<file path="src/rtl/gmii_rx_framer_pkg.sv">
`default_nettype none
// ============================================================================
//  Module      : gmii_rx_framer_pkg
//  Description : Shared SGMII receive definitions: framer FSM encoding,
//                CRC-32 constants and GMII preamble/SFD byte codes.
//  Revision    : 1.0  initial release
// ============================================================================
package gmii_rx_framer_pkg;

   typedef enum logic [1:0] {
      ST_IDLE     = 2'd0,
      ST_PREAMBLE = 2'd1,
      ST_DATA     = 2'd2,
      ST_DROP     = 2'd3
   } rxState_t;

   localparam logic [7:0]  c_BytePreamble = 8'h55;
   localparam logic [7:0]  c_ByteSfd      = 8'hD5;
   localparam logic [3:0]  c_PreambleMax  = 4'd15;

   // CRC constants in normal (MSB-first) bit order
   localparam logic [31:0] c_CrcPoly      = 32'h04C11DB7;
   localparam logic [31:0] c_CrcInit      = 32'hFFFFFFFF;
   localparam logic [31:0] c_CrcResidue   = 32'hC704DD7B;

   function automatic logic [31:0] reflect32(input logic [31:0] v);
      logic [31:0] r;
      for (int i = 0; i < 32; i++) begin
         r[i] = v[31-i];
      end
      return r;
   endfunction

   // The LSB-first shift register holds polynomial and residue bit-reversed
   localparam logic [31:0] c_CrcPolyRefl    = reflect32(c_CrcPoly);
   localparam logic [31:0] c_CrcResidueRefl = reflect32(c_CrcResidue);

endpackage
`default_nettype wire

</file>
<file path="src/rtl/crc32_byte.sv">
`default_nettype none
// ============================================================================
//  Module      : crc32_byte
//  Description : Combinational byte-wide reflected CRC-32 next-state function
//                (one byte, LSB first).
//  Revision    : 1.0  initial release
// ============================================================================
module crc32_byte
   import gmii_rx_framer_pkg::*;
(
   input  logic [31:0] i_Crc,
   input  logic [7:0]  i8_Data,
   output logic [31:0] o_Crc
);

   logic [31:0] w_Crc;

   // Eight serial LFSR steps unrolled into one combinational stage
   always_comb begin
      w_Crc = i_Crc;
      for (int b = 0; b < 8; b++) begin
         w_Crc = (w_Crc >> 1) ^ ((w_Crc[0] ^ i8_Data[b]) ? c_CrcPolyRefl : 32'h0);
      end
      o_Crc = w_Crc;
   end

endmodule
`default_nettype wire

</file>
<file path="src/rtl/gmii_rx_framer.sv">
`default_nettype none
// ============================================================================
//  Module      : gmii_rx_framer
//  Description : GMII receive framer. Strips preamble/SFD/FCS, checks CRC,
//                length and code errors, and keeps good/bad frame counters.
//  Revision    : 1.0  initial release
// ============================================================================
module gmii_rx_framer
   import gmii_rx_framer_pkg::*;
#(
   parameter int MIN_LEN = 64,
   parameter int MAX_LEN = 1518
)
(
   input  logic        w_ClkSys,
   input  logic        i_ARstHardware_L,
   input  logic        i_Cke,
   input  logic [7:0]  i8_RxD,
   input  logic        i_RxDV,
   input  logic        i_RxER,
   output logic [7:0]  o8_Data,
   output logic        o_Valid,
   output logic        o_Sof,
   output logic        o_StatValid,
   output logic        o_CrcErr,
   output logic        o_LenErr,
   output logic        o_CodeErr,
   output logic [15:0] o16_GoodCnt,
   output logic [15:0] o16_BadCnt
);

   logic [1:0]       r_RstSync;
   logic             w_Rst_L;
   rxState_t         r_State, w_NextState;
   logic [3:0]       r_PreCnt;
   logic [3:0][7:0]  r_Dly;
   logic [2:0]       r_Fill;
   logic [31:0]      r_Crc, w_CrcNext;
   logic [11:0]      r_Len, w_LenNext;
   logic             r_CodeErr, r_LenErr, r_FromData, r_SofPend;
   logic             r_Valid, r_Sof, r_StatValid;
   logic [7:0]       r_Data;
   logic             r_OutCrc, r_OutLen, r_OutCode;
   logic [15:0]      r_GoodCnt, r_BadCnt;
   logic             w_FrameStart, w_EnterData, w_PreStart, w_PreInc;
   logic             w_Shift, w_Emit, w_Overflow;
   logic             w_Stat, w_StatCrc, w_StatLen, w_StatCode;

   // Reset asserts immediately, releases on the second clock edge
   always_ff @(posedge w_ClkSys or negedge i_ARstHardware_L) begin
      if (!i_ARstHardware_L) r_RstSync <= 2'b00;
      else                   r_RstSync <= {r_RstSync[0], 1'b1};
   end
   assign w_Rst_L = r_RstSync[1];

   crc32_byte u_Crc (
      .i_Crc   (r_Crc),
      .i8_Data (i8_RxD),
      .o_Crc   (w_CrcNext)
   );

   // FSM state register, advancing only on sampled bytes
   always_ff @(posedge w_ClkSys or negedge w_Rst_L) begin
      if (!w_Rst_L)   r_State <= ST_IDLE;
      else if (i_Cke) r_State <= w_NextState;
   end

   // Next-state decode and per-byte action strobes
   always_comb begin
      w_NextState  = r_State;
      w_FrameStart = 1'b0;
      w_EnterData  = 1'b0;
      w_PreStart   = 1'b0;
      w_PreInc     = 1'b0;
      w_Shift      = 1'b0;
      w_Emit       = 1'b0;
      w_Overflow   = 1'b0;
      w_Stat       = 1'b0;
      w_StatCrc    = 1'b0;
      w_StatLen    = 1'b0;
      w_StatCode   = 1'b0;
      w_LenNext    = (r_Len == 12'hFFF) ? r_Len : r_Len + 12'd1;
      case (r_State)
         ST_IDLE: begin
            if (i_RxDV) begin
               w_FrameStart = 1'b1;
               if (i8_RxD == c_BytePreamble) begin
                  w_NextState = ST_PREAMBLE;
                  w_PreStart  = 1'b1;
               end else if (i8_RxD == c_ByteSfd) begin
                  w_NextState = ST_DATA;
                  w_EnterData = 1'b1;
               end else begin
                  w_NextState = ST_DROP;
               end
            end
         end
         ST_PREAMBLE: begin
            if (!i_RxDV) begin
               w_NextState = ST_IDLE;
            end else if (i8_RxD == c_BytePreamble) begin
               if (r_PreCnt == c_PreambleMax) w_NextState = ST_DROP;
               else                           w_PreInc    = 1'b1;
            end else if (i8_RxD == c_ByteSfd) begin
               w_NextState = ST_DATA;
               w_EnterData = 1'b1;
            end else begin
               w_NextState = ST_DROP;
            end
         end
         ST_DATA: begin
            if (i_RxDV) begin
               w_Shift = 1'b1;
               if (int'(w_LenNext) == MAX_LEN + 1) begin
                  w_Overflow  = 1'b1;
                  w_NextState = ST_DROP;
               end else begin
                  w_Emit = (r_Fill == 3'd4);
               end
            end else begin
               w_NextState = ST_IDLE;
               w_Stat      = 1'b1;
               w_StatCrc   = (r_Crc != c_CrcResidueRefl);
               w_StatLen   = r_LenErr || (int'(r_Len) < MIN_LEN) || (int'(r_Len) > MAX_LEN);
               w_StatCode  = r_CodeErr;
            end
         end
         ST_DROP: begin
            if (!i_RxDV) begin
               w_NextState = ST_IDLE;
               // Oversized frames report length/code only; their CRC was cut short
               w_Stat      = r_FromData;
               w_StatLen   = r_LenErr;
               w_StatCode  = r_CodeErr;
            end
         end
         default: w_NextState = ST_IDLE;
      endcase
   end

   // Delay line, CRC, length, flags, output registers and frame counters
   always_ff @(posedge w_ClkSys or negedge w_Rst_L) begin
      if (!w_Rst_L) begin
         r_PreCnt    <= '0;
         r_Dly       <= '0;
         r_Fill      <= '0;
         r_Crc       <= c_CrcInit;
         r_Len       <= '0;
         r_CodeErr   <= 1'b0;
         r_LenErr    <= 1'b0;
         r_FromData  <= 1'b0;
         r_SofPend   <= 1'b0;
         r_Valid     <= 1'b0;
         r_Sof       <= 1'b0;
         r_Data      <= '0;
         r_StatValid <= 1'b0;
         r_OutCrc    <= 1'b0;
         r_OutLen    <= 1'b0;
         r_OutCode   <= 1'b0;
         r_GoodCnt   <= '0;
         r_BadCnt    <= '0;
      end else if (i_Cke) begin
         r_Valid     <= w_Emit;
         r_Sof       <= w_Emit && r_SofPend;
         r_StatValid <= w_Stat;
         if (w_Emit) begin
            r_Data    <= r_Dly[3];
            r_SofPend <= 1'b0;
         end
         if (w_PreStart) r_PreCnt <= 4'd1;
         if (w_PreInc)   r_PreCnt <= r_PreCnt + 4'd1;
         if (w_FrameStart) begin
            r_CodeErr  <= 1'b0;
            r_LenErr   <= 1'b0;
            r_FromData <= 1'b0;
            r_OutCrc   <= 1'b0;
            r_OutLen   <= 1'b0;
            r_OutCode  <= 1'b0;
         end
         if (w_EnterData) begin
            r_Crc     <= c_CrcInit;
            r_Len     <= '0;
            r_Fill    <= '0;
            r_SofPend <= 1'b1;
         end
         if (w_Shift) begin
            r_Dly <= {r_Dly[2:0], i8_RxD};
            r_Crc <= w_CrcNext;
            r_Len <= w_LenNext;
            if (r_Fill != 3'd4) r_Fill    <= r_Fill + 3'd1;
            if (i_RxER)         r_CodeErr <= 1'b1;
            if (w_Overflow) begin
               r_LenErr   <= 1'b1;
               r_FromData <= 1'b1;
            end
         end
         if (w_Stat) begin
            r_OutCrc  <= w_StatCrc;
            r_OutLen  <= w_StatLen;
            r_OutCode <= w_StatCode;
         end
         if (r_StatValid) begin
            if (!r_OutCrc && !r_OutLen && !r_OutCode) begin
               if (r_GoodCnt != 16'hFFFF) r_GoodCnt <= r_GoodCnt + 16'd1;
            end else begin
               if (r_BadCnt != 16'hFFFF)  r_BadCnt  <= r_BadCnt + 16'd1;
            end
         end
      end
   end

   // Strobes are visible only on sampled cycles so each shows exactly once
   assign o_Valid     = r_Valid && i_Cke;
   assign o_Sof       = r_Sof && i_Cke;
   assign o_StatValid = r_StatValid && i_Cke;
   assign o8_Data     = r_Data;
   assign o_CrcErr    = r_OutCrc;
   assign o_LenErr    = r_OutLen;
   assign o_CodeErr   = r_OutCode;
   assign o16_GoodCnt = r_GoodCnt;
   assign o16_BadCnt  = r_BadCnt;

endmodule
`default_nettype wire
</file>
<file path="config.mk">
export PLATFORM = sky130hd
export DESIGN_NAME = gmii_rx_framer
export DESIGN_NICKNAME = d
export VERILOG_FILES = /design/src/rtl/gmii_rx_framer_pkg.sv /design/src/rtl/crc32_byte.sv /design/src/rtl/gmii_rx_framer.sv
export SDC_FILE = /design/constraint.sdc
export NUM_CORES = 1
export LEC_CHECK = 0
export CAP_MARGIN = 20
export CORE_MARGIN = 2
export CORE_UTILIZATION = 52
export CTS_CLUSTER_SIZE = 24
export DETAILED_ROUTE_END_ITERATION = 6
export PLACE_DENSITY = 0.87
export SYNTH_ARGS = -nofsm -noshare
export SYNTH_HDL_FRONTEND = slang
export SYNTH_SLANG_ARGS = --single-unit
</file>
<file path="constraint.sdc">
create_clock -name w_ClkSys -period 3.8 [get_ports w_ClkSys]
set_clock_uncertainty 0.05 [all_clocks]
set_input_delay 0.76 -clock w_ClkSys [delete_from_list [all_inputs] [get_ports w_ClkSys]]
set_output_delay 0.76 -clock w_ClkSys [all_outputs]
set_load 0.05 [all_outputs]
</file>
==> flow_summary.toml <==
[detailed_routing]
drc = 0
dr.first_iter.drc_count = 569
dr.pass1.iters = 7
dr_total_vias = 5345
wire_per_inst_um = 16.7
vias_per_cell = 5.78
detail-route-antenna-nets = 0
routed_wl_mm = 15.4

[clock_tree]
cts_buffers = 17
numClockSinks = 137
hold_buffers = 0
clk_latency_ns = 0.41
post_cts_buffers = 0
clkSlewWorstSetupHoldPaths_ns = 0.06
root_buffer = "clkbuf_16"
htree_levels = 4
clockBufferDepth = 2
cts_tree = "done"
cts_resized = 0

[logic_synthesis]
synth_most_common_cell = "nand2_1"
synth_ff_type = "dfrtp_1"
synth_warnings = 0
synthTopCellsByArea = "dfrtp_1 (39%), dfstp_2 (12%), xnor2_1 (8.6%)"
syn_inst = 682
yosysUniqueCellTypes = 59
async_reset_ff_share_pct = 100
syn_area_per_cell_um2 = 9.88
syn_area_mm2 = 0.00674
synth-edff-count = 0
synth_top_cells_by_count = "nand2_1 (132), dfrtp_1 (105), xnor2_1 (66)"
ys_seq_area_share_pct = 51.5
synth_top_area_share_pct = 39.0
synth_nets = 701
yosysTopAreaCell = "dfrtp_1"
ys_ff_latch = 137

[hold_path]
hp-class = "reg -> reg"

[critical_path]
arrival_ns = 2.41
cp_common_cell = "clkdlybuf4s50_1"
critPathMaxStageDelay_ns = 0.82
crit_path_max_fanout = 6
worstPathRequired_ns = 2.99
critPathLaunchType = "input port"
endpoint_kind = "output port"
critical_path_class = "in -> out"
crit_slowest_cell = "clkdlybuf4s50_1"
crit_chain = "clkdlybuf4s50_1 -> and2_1 -> clkdlybuf4s50_1"

[global_route]
track_usage_pct = 23.1
antenna_found_initial = 0
grt_overflow = 0
grt_max_degree = 85
grt_first_pass_wirelength_mm = 26.0
grt_pass1_vias = 5236

[placed_design]
place.gp.congestion = 0.886
port_buffers = 58
dpl.hpwl_mm = 10.0

[power_and_ir_drop]
power.leakage_nw = 3.52
ir_drop_mv = 0.795
power.total_w = 0.00689
power.density_mw_per_mm2 = 849

[timing]
min_period_over_period_pct = 84.6
whs_ns = 0.307
relSlewSlack_pct = 51.6
grt_setup_unrepaired = "no"
period_minus_slack_ns = 3.22
setup_viol = 0
slew_viol_final = 0
fmax_mhz = 311
setup_tns_ns = 0
final_hold_viol_count = 0
tightest_slew_ns = 0.720

[layout]
nets = 759
num_antenna_cells = 0
seqCellArea_mm2 = 0.00347
drive_gt1_share_pct = 13.0
num-fill-cells = 927
area_growth_pct = 20.4
multi_input_area_mm2 = 0.00309

[floorplan]
top_level_ports = 59
rows = 41
core_area_mm2 = 0.0126
die_h_um = 118
dieArea_mm2 = 0.0139
die_x_um = 118
start_util_pct = 53.4

[outcome]
status = "finished clean"

[flow_run]
cap_viol_max_count = 0
==> layer usage <==
layer / share of wire (%) / up-vias / track usage (%)
met2: 51 / 204 / 39.4
li1: - / 2451 / -
met5: 0 / - / 0
met1: 42 / 2660 / 29.3
met4: 1.6 / 0 / 6.25
met3: 5.5 / 30 / 5.77
==> critical path: cells and delay by family <==
kind / cells / cell delay, ns
buffers and inverters: 2 / 1.43
and+or+nand+nor: 1 / 0.21
==> registers in the layout, indices dropped and copies added (netlist names) <==
signal / flops
r_StatValid: 1
r_SofPend: 1
o16_BadCnt: 16
r_LenErr: 1
r_PreCnt: 4
r_RstSync: 2
r_Crc: 32
r_FromData: 1
r_Fill: 3
o8_Data: 8
o16_GoodCnt: 16
r_Dly: 32
r_CodeErr: 1
r_Valid: 1
o_CrcErr: 1
r_State: 2
r_Len: 12
o_CodeErr: 1
r_Sof: 1
o_LenErr: 1
==> power by group <==
group / leakage (nW) / internal (W) / switching [W]
logic: 1.53 / 0.00131 / 0.00161
registers: 1.72 / 0.00199 / 0.000390
clock network: 0.274 / 0.000943 / 0.000656
==> worst paths after layout <==
path | startpoint | endpoint | slack, ns | cells after the start
setup / recovery | i_Cke | o_StatValid | 0.58 | 3
hold / removal | r_RstSync[0]$_DFF_PN0_ | r_RstSync[1]$_DFF_PN0_ | 0.31 | 0
setup reg to reg | r_Len[0]$_DFFE_PN0P_ | o8_Data[2]$_DFFE_PN0P_ | 0.66 | 7
hold reg to reg | r_RstSync[0]$_DFF_PN0_ | r_RstSync[1]$_DFF_PN0_ | 0.31 | 0
max in group asynchronous | r_RstSync[1]$_DFF_PN0_ | r_Crc[7]$_DFFE_PN1P_ | 2.46 | 1
min in group asynchronous | r_RstSync[1]$_DFF_PN0_ | o16_GoodCnt[5]$_DFFE_PN0P_ | 0.33 | 0
==> metrics by stage <==
step                instance area, µm²  cells  setup slack, ns  utilization [%]
global placement                  7540    893            0.607             59.8
finish                            8120    925            0.583             64.3
floorplan                         6740    682             1.11                -
global route                      8120    925            0.485             64.3
CTS                               8120    925            0.579             64.3
detailed placement                7540    893            0.499             59.8
==> placed cells by master, fill, tap and decap left out, drive strengths merged, types with 4 or more instances in the layout <==
cell           Yosys  final
a2bb2oi            4      4
nand4b             4      4
nor2b              6      6
clkbuf            23     20
a21oi             33     33
mux2              11     11
nor4               4      4
a211oi             4      4
nand2b             5      5
ha                 6      6
o21ai             25     25
o22ai              5      5
nand2            132    132
dfstp             32     32
and2               4      4
buf                8     12
and4               5      5
and3               9      9
nand3             16     16
clkdlybuf4s50      0     58
nand4             14     14
xnor2             67     67
dfrtp            105    105
clkinv             0      4
inv               15     19
a31oi              7      7
xor2              40     40
nor3              35     35
nor2              27     27
==> area by class of cell <==
cell class | instances | area share (%)
sequential | 137 | 42.8
tap | 172 | 2.65
clock inverter | 12 | 1.42
timing repair buffer | 70 | 8.73
multi-input combinational | 499 | 38.1
inverter | 15 | 0.694
clock buffer | 20 | 5.63
==> cell families (layout without fill, tap and decap cells) <==
group | after synthesis | in the layout | synth area share, %
mux | 12 | 12 | 1.99
fa+ha+maj | 6 | 6 | 1.11
simple gates | 274 | 274 | 19.5
flops | 137 | 137 | 51.5
other cells | 1 | 1 | 0.0556
compound gates | 99 | 99 | 9.08
xor+xnor | 107 | 107 | 14.0
buf+inv | 46 | 117 | 2.77
No activity file was read; power rests on OpenSTA's default activity.
